==> src/rtl/object_scheduler_if.sv <==
// Object table read port and drawer start/done handshake seen by the scheduler.
interface object_scheduler_if;
  localparam int unsigned ADDR_W = 6;
  localparam int unsigned DATA_W = 32;

  logic [ADDR_W-1:0] table_addr;
  logic [DATA_W-1:0] table_data;
  logic [ADDR_W-1:0] obj_addr;
  logic [DATA_W-1:0] obj_Y_X;
  logic              obj_start;
  logic              obj_done;
  logic              obj_abort;

  // Scheduler side: drives the table address and the drawer command.
  modport master (
    output table_addr, obj_addr, obj_Y_X, obj_start, obj_abort,
    input  table_data, obj_done
  );

  // Table RAM plus drawer side.
  modport slave (
    input  table_addr, obj_addr, obj_Y_X, obj_start, obj_abort,
    output table_data, obj_done
  );
endinterface

==> src/rtl/object_scheduler.sv <==
// Per-frame sprite object sequencer: walks the object table, launches active
// slots on the drawer, draws the player slot last and aborts hung draws.
module object_scheduler #(
  parameter int unsigned FIRST_SLOT  = 2,
  parameter int unsigned LAST_SLOT   = 42,
  parameter int unsigned PLAYER_SLOT = 32,
  parameter int unsigned TIMEOUT     = 4095
) (
  input  logic                 clk,
  input  logic                 reset,
  input  logic                 frame_start,
  object_scheduler_if.master   bus,
  output logic                 busy,
  output logic                 frame_done,
  output logic                 frame_overrun,
  output logic                 timeout_err
);
  localparam int unsigned SLOT_W = 6;
  localparam int unsigned DATA_W = 32;
  localparam int unsigned WD_W   = 12;

  // First visited slot; the player slot is never part of the ascending sweep.
  localparam int unsigned START_I = (FIRST_SLOT != PLAYER_SLOT) ? FIRST_SLOT :
                                    ((FIRST_SLOT + 1 > LAST_SLOT) ? PLAYER_SLOT : FIRST_SLOT + 1);

  localparam logic [SLOT_W-1:0] START_SLOT = SLOT_W'(START_I);
  localparam logic [SLOT_W-1:0] LAST       = SLOT_W'(LAST_SLOT);
  localparam logic [SLOT_W-1:0] PLAYER     = SLOT_W'(PLAYER_SLOT);
  localparam logic [WD_W-1:0]   WD_LIMIT   = WD_W'(TIMEOUT);

  typedef enum logic [2:0] {
    S_IDLE, S_FETCH, S_READ, S_LAUNCH, S_DRAW, S_ADVANCE, S_FINISH
  } state_t;

  state_t              state, state_next;
  logic [SLOT_W-1:0]   slot, slot_next;
  logic [WD_W-1:0]     watchdog, watchdog_next;
  logic [SLOT_W-1:0]   obj_addr_q, obj_addr_next;
  logic [DATA_W-1:0]   obj_yx_q, obj_yx_next;
  logic                obj_start_q, obj_start_next;
  logic                busy_next, frame_done_next;
  logic                overrun_next, timeout_next;
  logic                abort_c;

  // Slot following s in visit order: ascending, skipping the player, player last.
  function automatic logic [SLOT_W-1:0] next_slot(input logic [SLOT_W-1:0] s);
    logic [SLOT_W-1:0] n;
    n = s + 1'b1;
    if (n == PLAYER) n = n + 1'b1;
    if (s == LAST || n > LAST) n = PLAYER;
    return n;
  endfunction

  assign bus.table_addr = slot;
  assign bus.obj_addr   = obj_addr_q;
  assign bus.obj_Y_X    = obj_yx_q;
  assign bus.obj_start  = obj_start_q;
  assign bus.obj_abort  = abort_c;

  // Next-state, datapath and flag updates.
  always_comb begin
    state_next      = state;
    slot_next       = slot;
    watchdog_next   = watchdog;
    obj_addr_next   = obj_addr_q;
    obj_yx_next     = obj_yx_q;
    busy_next       = busy;
    abort_c         = 1'b0;
    timeout_next    = timeout_err;
    overrun_next    = frame_overrun | (frame_start & (state != S_IDLE));

    case (state)
      S_IDLE: begin
        if (frame_start) begin
          slot_next  = START_SLOT;
          busy_next  = 1'b1;
          state_next = S_FETCH;
        end
      end
      S_FETCH: state_next = S_READ;
      S_READ: begin
        obj_yx_next   = bus.table_data;
        obj_addr_next = slot;
        state_next    = bus.table_data[DATA_W-1] ? S_LAUNCH : S_ADVANCE;
      end
      S_LAUNCH: begin
        watchdog_next = '0;
        state_next    = S_DRAW;
      end
      S_DRAW: begin
        if (bus.obj_done) begin
          state_next = S_ADVANCE;
        end else if (watchdog == WD_LIMIT) begin
          abort_c      = 1'b1;
          timeout_next = 1'b1;
          state_next   = S_ADVANCE;
        end else begin
          watchdog_next = watchdog + 1'b1;
        end
      end
      S_ADVANCE: begin
        if (slot == PLAYER) begin
          state_next = S_FINISH;
        end else begin
          slot_next  = next_slot(slot);
          state_next = S_FETCH;
        end
      end
      S_FINISH: begin
        busy_next  = 1'b0;
        state_next = S_IDLE;
      end
      default: state_next = S_IDLE;
    endcase

    obj_start_next  = (state_next == S_LAUNCH);
    frame_done_next = (state_next == S_FINISH);
  end

  // State and registered outputs; synchronous reset clears everything.
  always_ff @(posedge clk) begin
    if (reset) begin
      state         <= S_IDLE;
      slot          <= '0;
      watchdog      <= '0;
      obj_addr_q    <= '0;
      obj_yx_q      <= '0;
      obj_start_q   <= 1'b0;
      busy          <= 1'b0;
      frame_done    <= 1'b0;
      frame_overrun <= 1'b0;
      timeout_err   <= 1'b0;
    end else begin
      state         <= state_next;
      slot          <= slot_next;
      watchdog      <= watchdog_next;
      obj_addr_q    <= obj_addr_next;
      obj_yx_q      <= obj_yx_next;
      obj_start_q   <= obj_start_next;
      busy          <= busy_next;
      frame_done    <= frame_done_next;
      frame_overrun <= overrun_next;
      timeout_err   <= timeout_next;
    end
  end
endmodule

==> src/flat_wrapper.sv <==
// flat-port wrapper written by rule: the top's interface ports become plain ports
module object_scheduler_flat 
#(
  parameter int unsigned FIRST_SLOT  = 2,
  parameter int unsigned LAST_SLOT   = 42,
  parameter int unsigned PLAYER_SLOT = 32,
  parameter int unsigned TIMEOUT     = 4095
)
  (clk, reset, frame_start, busy, frame_done, frame_overrun, timeout_err, bus_table_addr, bus_obj_addr, bus_obj_Y_X, bus_obj_start, bus_obj_abort, bus_table_data, bus_obj_done);
  object_scheduler_if bus_i ();
  input  logic clk;
  input  logic reset;
  input  logic frame_start;
  output logic busy;
  output logic frame_done;
  output logic frame_overrun;
  output logic timeout_err;
  output wire logic [$bits(bus_i.table_addr)-1:0] bus_table_addr;
  output wire logic [$bits(bus_i.obj_addr)-1:0] bus_obj_addr;
  output wire logic [$bits(bus_i.obj_Y_X)-1:0] bus_obj_Y_X;
  output wire logic [$bits(bus_i.obj_start)-1:0] bus_obj_start;
  output wire logic [$bits(bus_i.obj_abort)-1:0] bus_obj_abort;
  input wire logic [$bits(bus_i.table_data)-1:0] bus_table_data;
  input wire logic [$bits(bus_i.obj_done)-1:0] bus_obj_done;
  assign bus_table_addr = bus_i.table_addr;
  assign bus_obj_addr = bus_i.obj_addr;
  assign bus_obj_Y_X = bus_i.obj_Y_X;
  assign bus_obj_start = bus_i.obj_start;
  assign bus_obj_abort = bus_i.obj_abort;
  assign bus_i.table_data = bus_table_data;
  assign bus_i.obj_done = bus_obj_done;
  object_scheduler #(.FIRST_SLOT(FIRST_SLOT), .LAST_SLOT(LAST_SLOT), .PLAYER_SLOT(PLAYER_SLOT), .TIMEOUT(TIMEOUT)) u_core (.clk(clk), .reset(reset), .frame_start(frame_start), .bus(bus_i), .busy(busy), .frame_done(frame_done), .frame_overrun(frame_overrun), .timeout_err(timeout_err));
endmodule
==> config.mk <==
export PLATFORM = sky130hd
export DESIGN_NAME = object_scheduler_flat
export DESIGN_NICKNAME = d
export VERILOG_FILES = /design/src/rtl/object_scheduler_if.sv /design/src/rtl/object_scheduler.sv /design/src/flat_wrapper.sv
export SDC_FILE = /design/constraint.sdc
export NUM_CORES = 1
export LEC_CHECK = 0
export ABC_AREA = 1
export CELL_PAD_IN_SITES_DETAIL_PLACEMENT = 1
export CELL_PAD_IN_SITES_GLOBAL_PLACEMENT = 2
export CORE_MARGIN = 5
export CORE_UTILIZATION = 27
export DETAILED_ROUTE_END_ITERATION = 10
export PLACE_DENSITY_LB_ADDON = 0.2
export SLEW_MARGIN = 10
export SYNTH_ARGS = -nofsm -noshare
export SYNTH_HDL_FRONTEND = slang
export SYNTH_SLANG_ARGS = --single-unit
==> constraint.sdc <==
create_clock -name clk -period 3.8 [get_ports clk]
set_clock_uncertainty 0.15 [all_clocks]
set_input_delay 0.95 -clock clk [delete_from_list [all_inputs] [get_ports clk]]
set_output_delay 0.95 -clock clk [all_outputs]
set_load 0.02 [all_outputs]
* Word level (Yosys, flattened, before mapping)
Cells that the tools add are included.
Cells by class: add/subtract/negate cells 3, $lt $le $gt $ge 1, eq/ne operators 16, multiplexer cells 21, bitwise logic cells 3, reduce and logical (&&, ||, !) cells 10
Operators with widths (number):
- $mux W6 | 6
- $mux W12 | 2
- $pmux W12 S2 | 1
- $eq A6 B6 Y1 const B | 3
- $pmux W3 S6 | 1
- $mux W3 | 5
- $add A12 B1 Y12 const B | 1
- $add A6 B1 Y6 const B | 2
- $eq A12 B12 Y1 const B | 1
- $eq A3 B3 Y1 const B | 4
- $pmux W6 S2 | 1
- $eq A3 B2 Y1 const B | 3
- $reduce_and A3 Y1 | 3
- $ne A2 B2 Y1 const B | 4
- $gt A6 B6 Y1 const B | 1
- $reduce_bool A2 Y1 | 3
- $mux W1 | 4
- $eq A3 B1 Y1 const B | 1
- $logic_not A3 Y1 | 1
- $reduce_bool A3 Y1 | 1
- $pmux W1 S2 | 1
- $reduce_and A2 Y1 | 1
- $and A1 B1 Y1 | 1
- $logic_or A1 B1 Y1 | 1
- other kinds (2) | 2
Word-level totals: register bits 64, word-level logic and storage cells 64

* Longest topological paths before layout
depth after elaboration 10, mapped depth 13

* Least setup slack after synthesis
No wires, ideal clock.
path type input to output, from input bus_obj_done, to output bus_obj_abort, data arrival time 1411 ps, required time 2700 ps, setup slack 1289 ps, stages 3, path buffers 0, path through inv_1 -> nand2_2 -> nor2_1
Between the ends: cells in the longest elaborated chain, start to end 2
RTL lines:
- from (decl) | RTL line flat_wrapper.sv:24 | input wire logic [$bits(bus_i.obj_done)-1:0] bus_obj_done;
- $mux W1 | RTL line object_scheduler.sv:91 | if (bus.obj_done) begin
- $mux W1 | RTL line object_scheduler.sv:72 | case (state)
- to (decl) | RTL line flat_wrapper.sv:22 | output wire logic [$bits(bus_i.obj_abort)-1:0] bus_obj_abort;
Every way passes these cells.

* Final worst setup path
Same ends and word-level chain as after synthesis.

==> results_dict.tcl <==
set metrics [dict create \
    status "finished clean" \
    power.share.combinational_pct 20.2 \
    drive_above_1_share_pct 10.2 \
    vertical_die_dimension_um 111 \
    critical_path.cell_chain "clkdlybuf4s50_1 -> inv_1 -> nand2_2 -> nor2_1 -> clkdlybuf4s50_1" \
    required_time_of_the_critical_path_ns 2.70 \
    design_power_total_mw 1.71 \
    total_routing_usage_gr_pct 13.3 \
    clock_root_cell "sky130_fd_sc_hd__clkbuf_8" \
    synth.net_count 406 \
    rsz0062_at_grt "false" \
    holdBufCountCts 0 \
    ys_ff_latch 64 \
    finalWirelength_mm 8.02 \
    total_neg_setup_slack_ns 0 \
    hold_viol_final 0 \
    die_x_um 111 \
    initial_utilization_pct 27.9 \
    min_period_ns 3.39 \
    postSynthCellCount 365 \
    timing_worst_slew_pin_value_ns 0.630 \
    drv.max_cap_violation_count 0 \
    cts_sinks 64 \
    nets 489 \
    drc 0 \
    power.share.switching_pct 28.7 \
    slew_limit_fails 0 \
    numCtsBuffers 9 \
    irDropWorstVdd_v 0.000199 \
    critical_path_arrival_ns 2.29 \
    setup_ws_final_ns 0.409 \
    core-area_um2 9860 \
    placement.io_buffers 85 \
    first_global_vias 2765 \
    cts.reportedPaths.clkPinSlew_ns 0.07 \
    final_util_pct 39.9 \
    cts_setup_buffers 0 \
    clock_latency_at_the_later_pin_of_the_worst_skew_pair_ns 0.33 \
    tritoncts "yes" \
    slew_headroom_pct 58.0 \
    preCtsSetupSlack_ns 0.400 \
    max-clock-path-buffers 2 \
    final_cell_count_no_fill 586 \
    insertedDiodeCount 0 \
    numPlacedInstances 570 \
    power.static_leakage_nw 1.50 \
    holdCritPathClass "reg2reg" \
    cp_max_fo 2 \
    yosysWarnings 0 \
    crit_path_start_kind "input port" \
    cp_slowest_stage_delay_ns 0.63 \
    wire_per_inst_um 13.7 \
    critical_path.slowest_cell "sky130_fd_sc_hd__clkdlybuf4s50_1" \
    final_antenna_net_count 0 \
    post_synth.cell_area_avg_um2 7.54 \
    post_synth_num_cell_types 35 \
    type_of_the_worst_setup_path "in2out" \
    cp_common_cell "sky130_fd_sc_hd__clkdlybuf4s50_1" \
    power.share.sequential_pct 44.6 \
    sequential_share_of_the_synthesized_area_pct 46.5 \
    fmax_mhz 295 \
    regArea_um2 1280 \
    fillCellCount 1198 \
    multi_input_area_um2 1290 \
    grt_overflow_total 0 \
    stdcell_area_um2 3930 \
    detailed_place.area_um2 3720 \
    via_count 2629 \
    design.portCount 86 \
    crit_path_end_kind "primary output" \
    setup_viol 0 \
    antenna_found_initial 0 \
    avgViaCountPerCell 4.49 \
    grt_pass1_wl_mm 13.5 \
    drt_first_iter_violations 120 \
    cts.htree.levels 3 \
    fin_hold_ws_ns 0.304 \
    first_pass_iters 4 \
    power.internal_mw 1.22 \
    power_switching_mw 0.490 \
    area_growth_from_synthesis_to_final_layout_pct 42.8 \
    gp_congestion 0.748 \
    grt_start_max_net_pins 47 \
    post_cts.resized_instances 0 \
    dpl.hpwl_mm 5.76 \
    synth.cell_area_um2 2750 \
    layout_worst_path_cycle_share_pct 89.2 \
    power.density_nw_per_um2 434 \
    placement_rows 36 \
    die-area_um2 12300 \
    share_clk_of_total_power_pct 35.2 \
]
flip-flops by register name, indices dropped and copies added, names as in the netlist:
signal	count
u_core.bus.obj_start	1
u_core.busy	1
u_core.frame_done	1
u_core.timeout_err	1
u_core.bus.table_addr	6
u_core.frame_overrun	1
u_core.bus.obj_Y_X	32
u_core.bus.obj_addr	6
u_core.state	3
u_core.watchdog	12
critical path, delay by kind of cell:
kind | cells | cell delay [ns]
buffers and inverters | 3 | 1.11
and+or+nand+nor | 2 | 0.23
area by class of cell:
cell class / count / area share (%)
sequential: 64 / 32.6
inverter: 31 / 2.96
clock buffer: 11 / 3.85
timing repair buffer: 88 / 22.2
multi-input combinational: 254 / 32.7
tap: 133 / 4.23
clock inverter: 5 / 1.40
routing by layer:
layer	GRT usage, %	share of wire (%)	wire (um)	vias up
li1	-	-	-	1345
met1	16.1	47	3790	1215
met2	20.6	43	3420	62
met3	6.55	9.0	725	7
met4	4.19	1.1	87	0
met5	0	0	0	-
cells in the final DEF (no fill, tap or decap), types with 2 or more instances in the layout:
master | Yosys | routed
sky130_fd_sc_hd__nand4_1 | 3 | 3
sky130_fd_sc_hd__a221oi_1 | 2 | 2
sky130_fd_sc_hd__a21oi_1 | 18 | 18
sky130_fd_sc_hd__clkinvlp_4 | 0 | 2
sky130_fd_sc_hd__nor2_2 | 4 | 4
sky130_fd_sc_hd__nor2_4 | 2 | 2
sky130_fd_sc_hd__ha_1 | 5 | 5
sky130_fd_sc_hd__a211oi_1 | 3 | 3
sky130_fd_sc_hd__nand2_2 | 6 | 6
sky130_fd_sc_hd__nor2_1 | 85 | 85
sky130_fd_sc_hd__a31oi_1 | 2 | 2
sky130_fd_sc_hd__o21ai_1 | 3 | 3
sky130_fd_sc_hd__clkdlybuf4s50_1 | 0 | 85
sky130_fd_sc_hd__nor3_2 | 4 | 4
sky130_fd_sc_hd__clkbuf_8 | 0 | 11
sky130_fd_sc_hd__nor3_1 | 4 | 4
sky130_fd_sc_hd__xor2_1 | 5 | 5
sky130_fd_sc_hd__nand3_1 | 15 | 15
sky130_fd_sc_hd__clkinv_2 | 0 | 2
sky130_fd_sc_hd__inv_2 | 4 | 4
sky130_fd_sc_hd__inv_1 | 26 | 26
sky130_fd_sc_hd__nand2_1 | 41 | 41
sky130_fd_sc_hd__buf_4 | 1 | 3
sky130_fd_sc_hd__dfxtp_1 | 64 | 64
sky130_fd_sc_hd__o21ai_0 | 40 | 40
sky130_fd_sc_hd__a21oi_2 | 4 | 4
worst paths after layout:
check             cells after the start                   end  slack (ns)                  from
setup / recovery                      5         bus_obj_abort        0.41          bus_obj_done
hold / removal                        2  u_core.frame_overrun        0.30  u_core.frame_overrun
hold reg to reg                       2  u_core.frame_overrun        0.30  u_core.frame_overrun
setup reg to reg                      7     u_core.frame_done        1.47       u_core.state[1]
kinds of logic (layout without fill, tap and decap cells):
logic type	Yosys count	in the layout	share of synthesized area, %
fa+ha+maj	5	5	2.27
flops	64	64	46.5
xor+xnor	6	6	1.91
simple gates	169	169	27.8
buf+inv	47	135	6.72
compound gates	74	74	14.8
cell usage after synthesis:
cell,count,area share [%]
sky130_fd_sc_hd__nor2_1,85,12
sky130_fd_sc_hd__dfxtp_1,64,47
sky130_fd_sc_hd__nand2_1,41,5.6
sky130_fd_sc_hd__o21ai_0,40,7.3
sky130_fd_sc_hd__inv_1,26,3.5
sky130_fd_sc_hd__a21oi_1,18,3.3
sky130_fd_sc_hd__nand3_1,15,2.7
sky130_fd_sc_hd__clkbuf_1,10,1.4
sky130_fd_sc_hd__nand2_2,6,1.4
sky130_fd_sc_hd__ha_1,5,2.3
sky130_fd_sc_hd__xor2_1,5,1.6
sky130_fd_sc_hd__a21oi_2,4,1.3
sky130_fd_sc_hd__inv_2,4,0.55
sky130_fd_sc_hd__nor2_2,4,0.91
sky130_fd_sc_hd__nor3_1,4,0.73
sky130_fd_sc_hd__nor3_2,4,1.5
sky130_fd_sc_hd__a211oi_1,3,0.82
sky130_fd_sc_hd__buf_2,3,0.55
sky130_fd_sc_hd__nand4_1,3,0.68
sky130_fd_sc_hd__o21ai_1,3,0.55
sky130_fd_sc_hd__a221oi_1,2,0.64
sky130_fd_sc_hd__a31oi_1,2,0.45
sky130_fd_sc_hd__nor2_4,2,0.82
sky130_fd_sc_hd__buf_1,1,0.14
sky130_fd_sc_hd__buf_4,1,0.27
sky130_fd_sc_hd__clkbuf_2,1,0.18
sky130_fd_sc_hd__clkinv_1,1,0.14
sky130_fd_sc_hd__nand3_2,1,0.36
sky130_fd_sc_hd__nor3_4,1,0.59
sky130_fd_sc_hd__nor3b_1,1,0.27
sky130_fd_sc_hd__nor3b_2,1,0.45
sky130_fd_sc_hd__o21bai_1,1,0.27
sky130_fd_sc_hd__o31ai_1,1,0.27
sky130_fd_sc_hd__or2_0,1,0.23
sky130_fd_sc_hd__xnor2_1,1,0.32
power groups by stage:
| stage | clock [mW] | sequential [mW] | combinational (mW) |
|---|---|---|---|
| finish | 0.601 | 0.761 | 0.344 |
| global route | 0.665 | 0.769 | 0.378 |
| CTS | 0.630 | 0.762 | 0.352 |
| detailed placement | 0 | 0.776 | 0.350 |
| global placement | 0 | 0.774 | 0.347 |
| floorplan | 0 | 0.831 | 0.117 |
(Power assumes the default switching activity.)
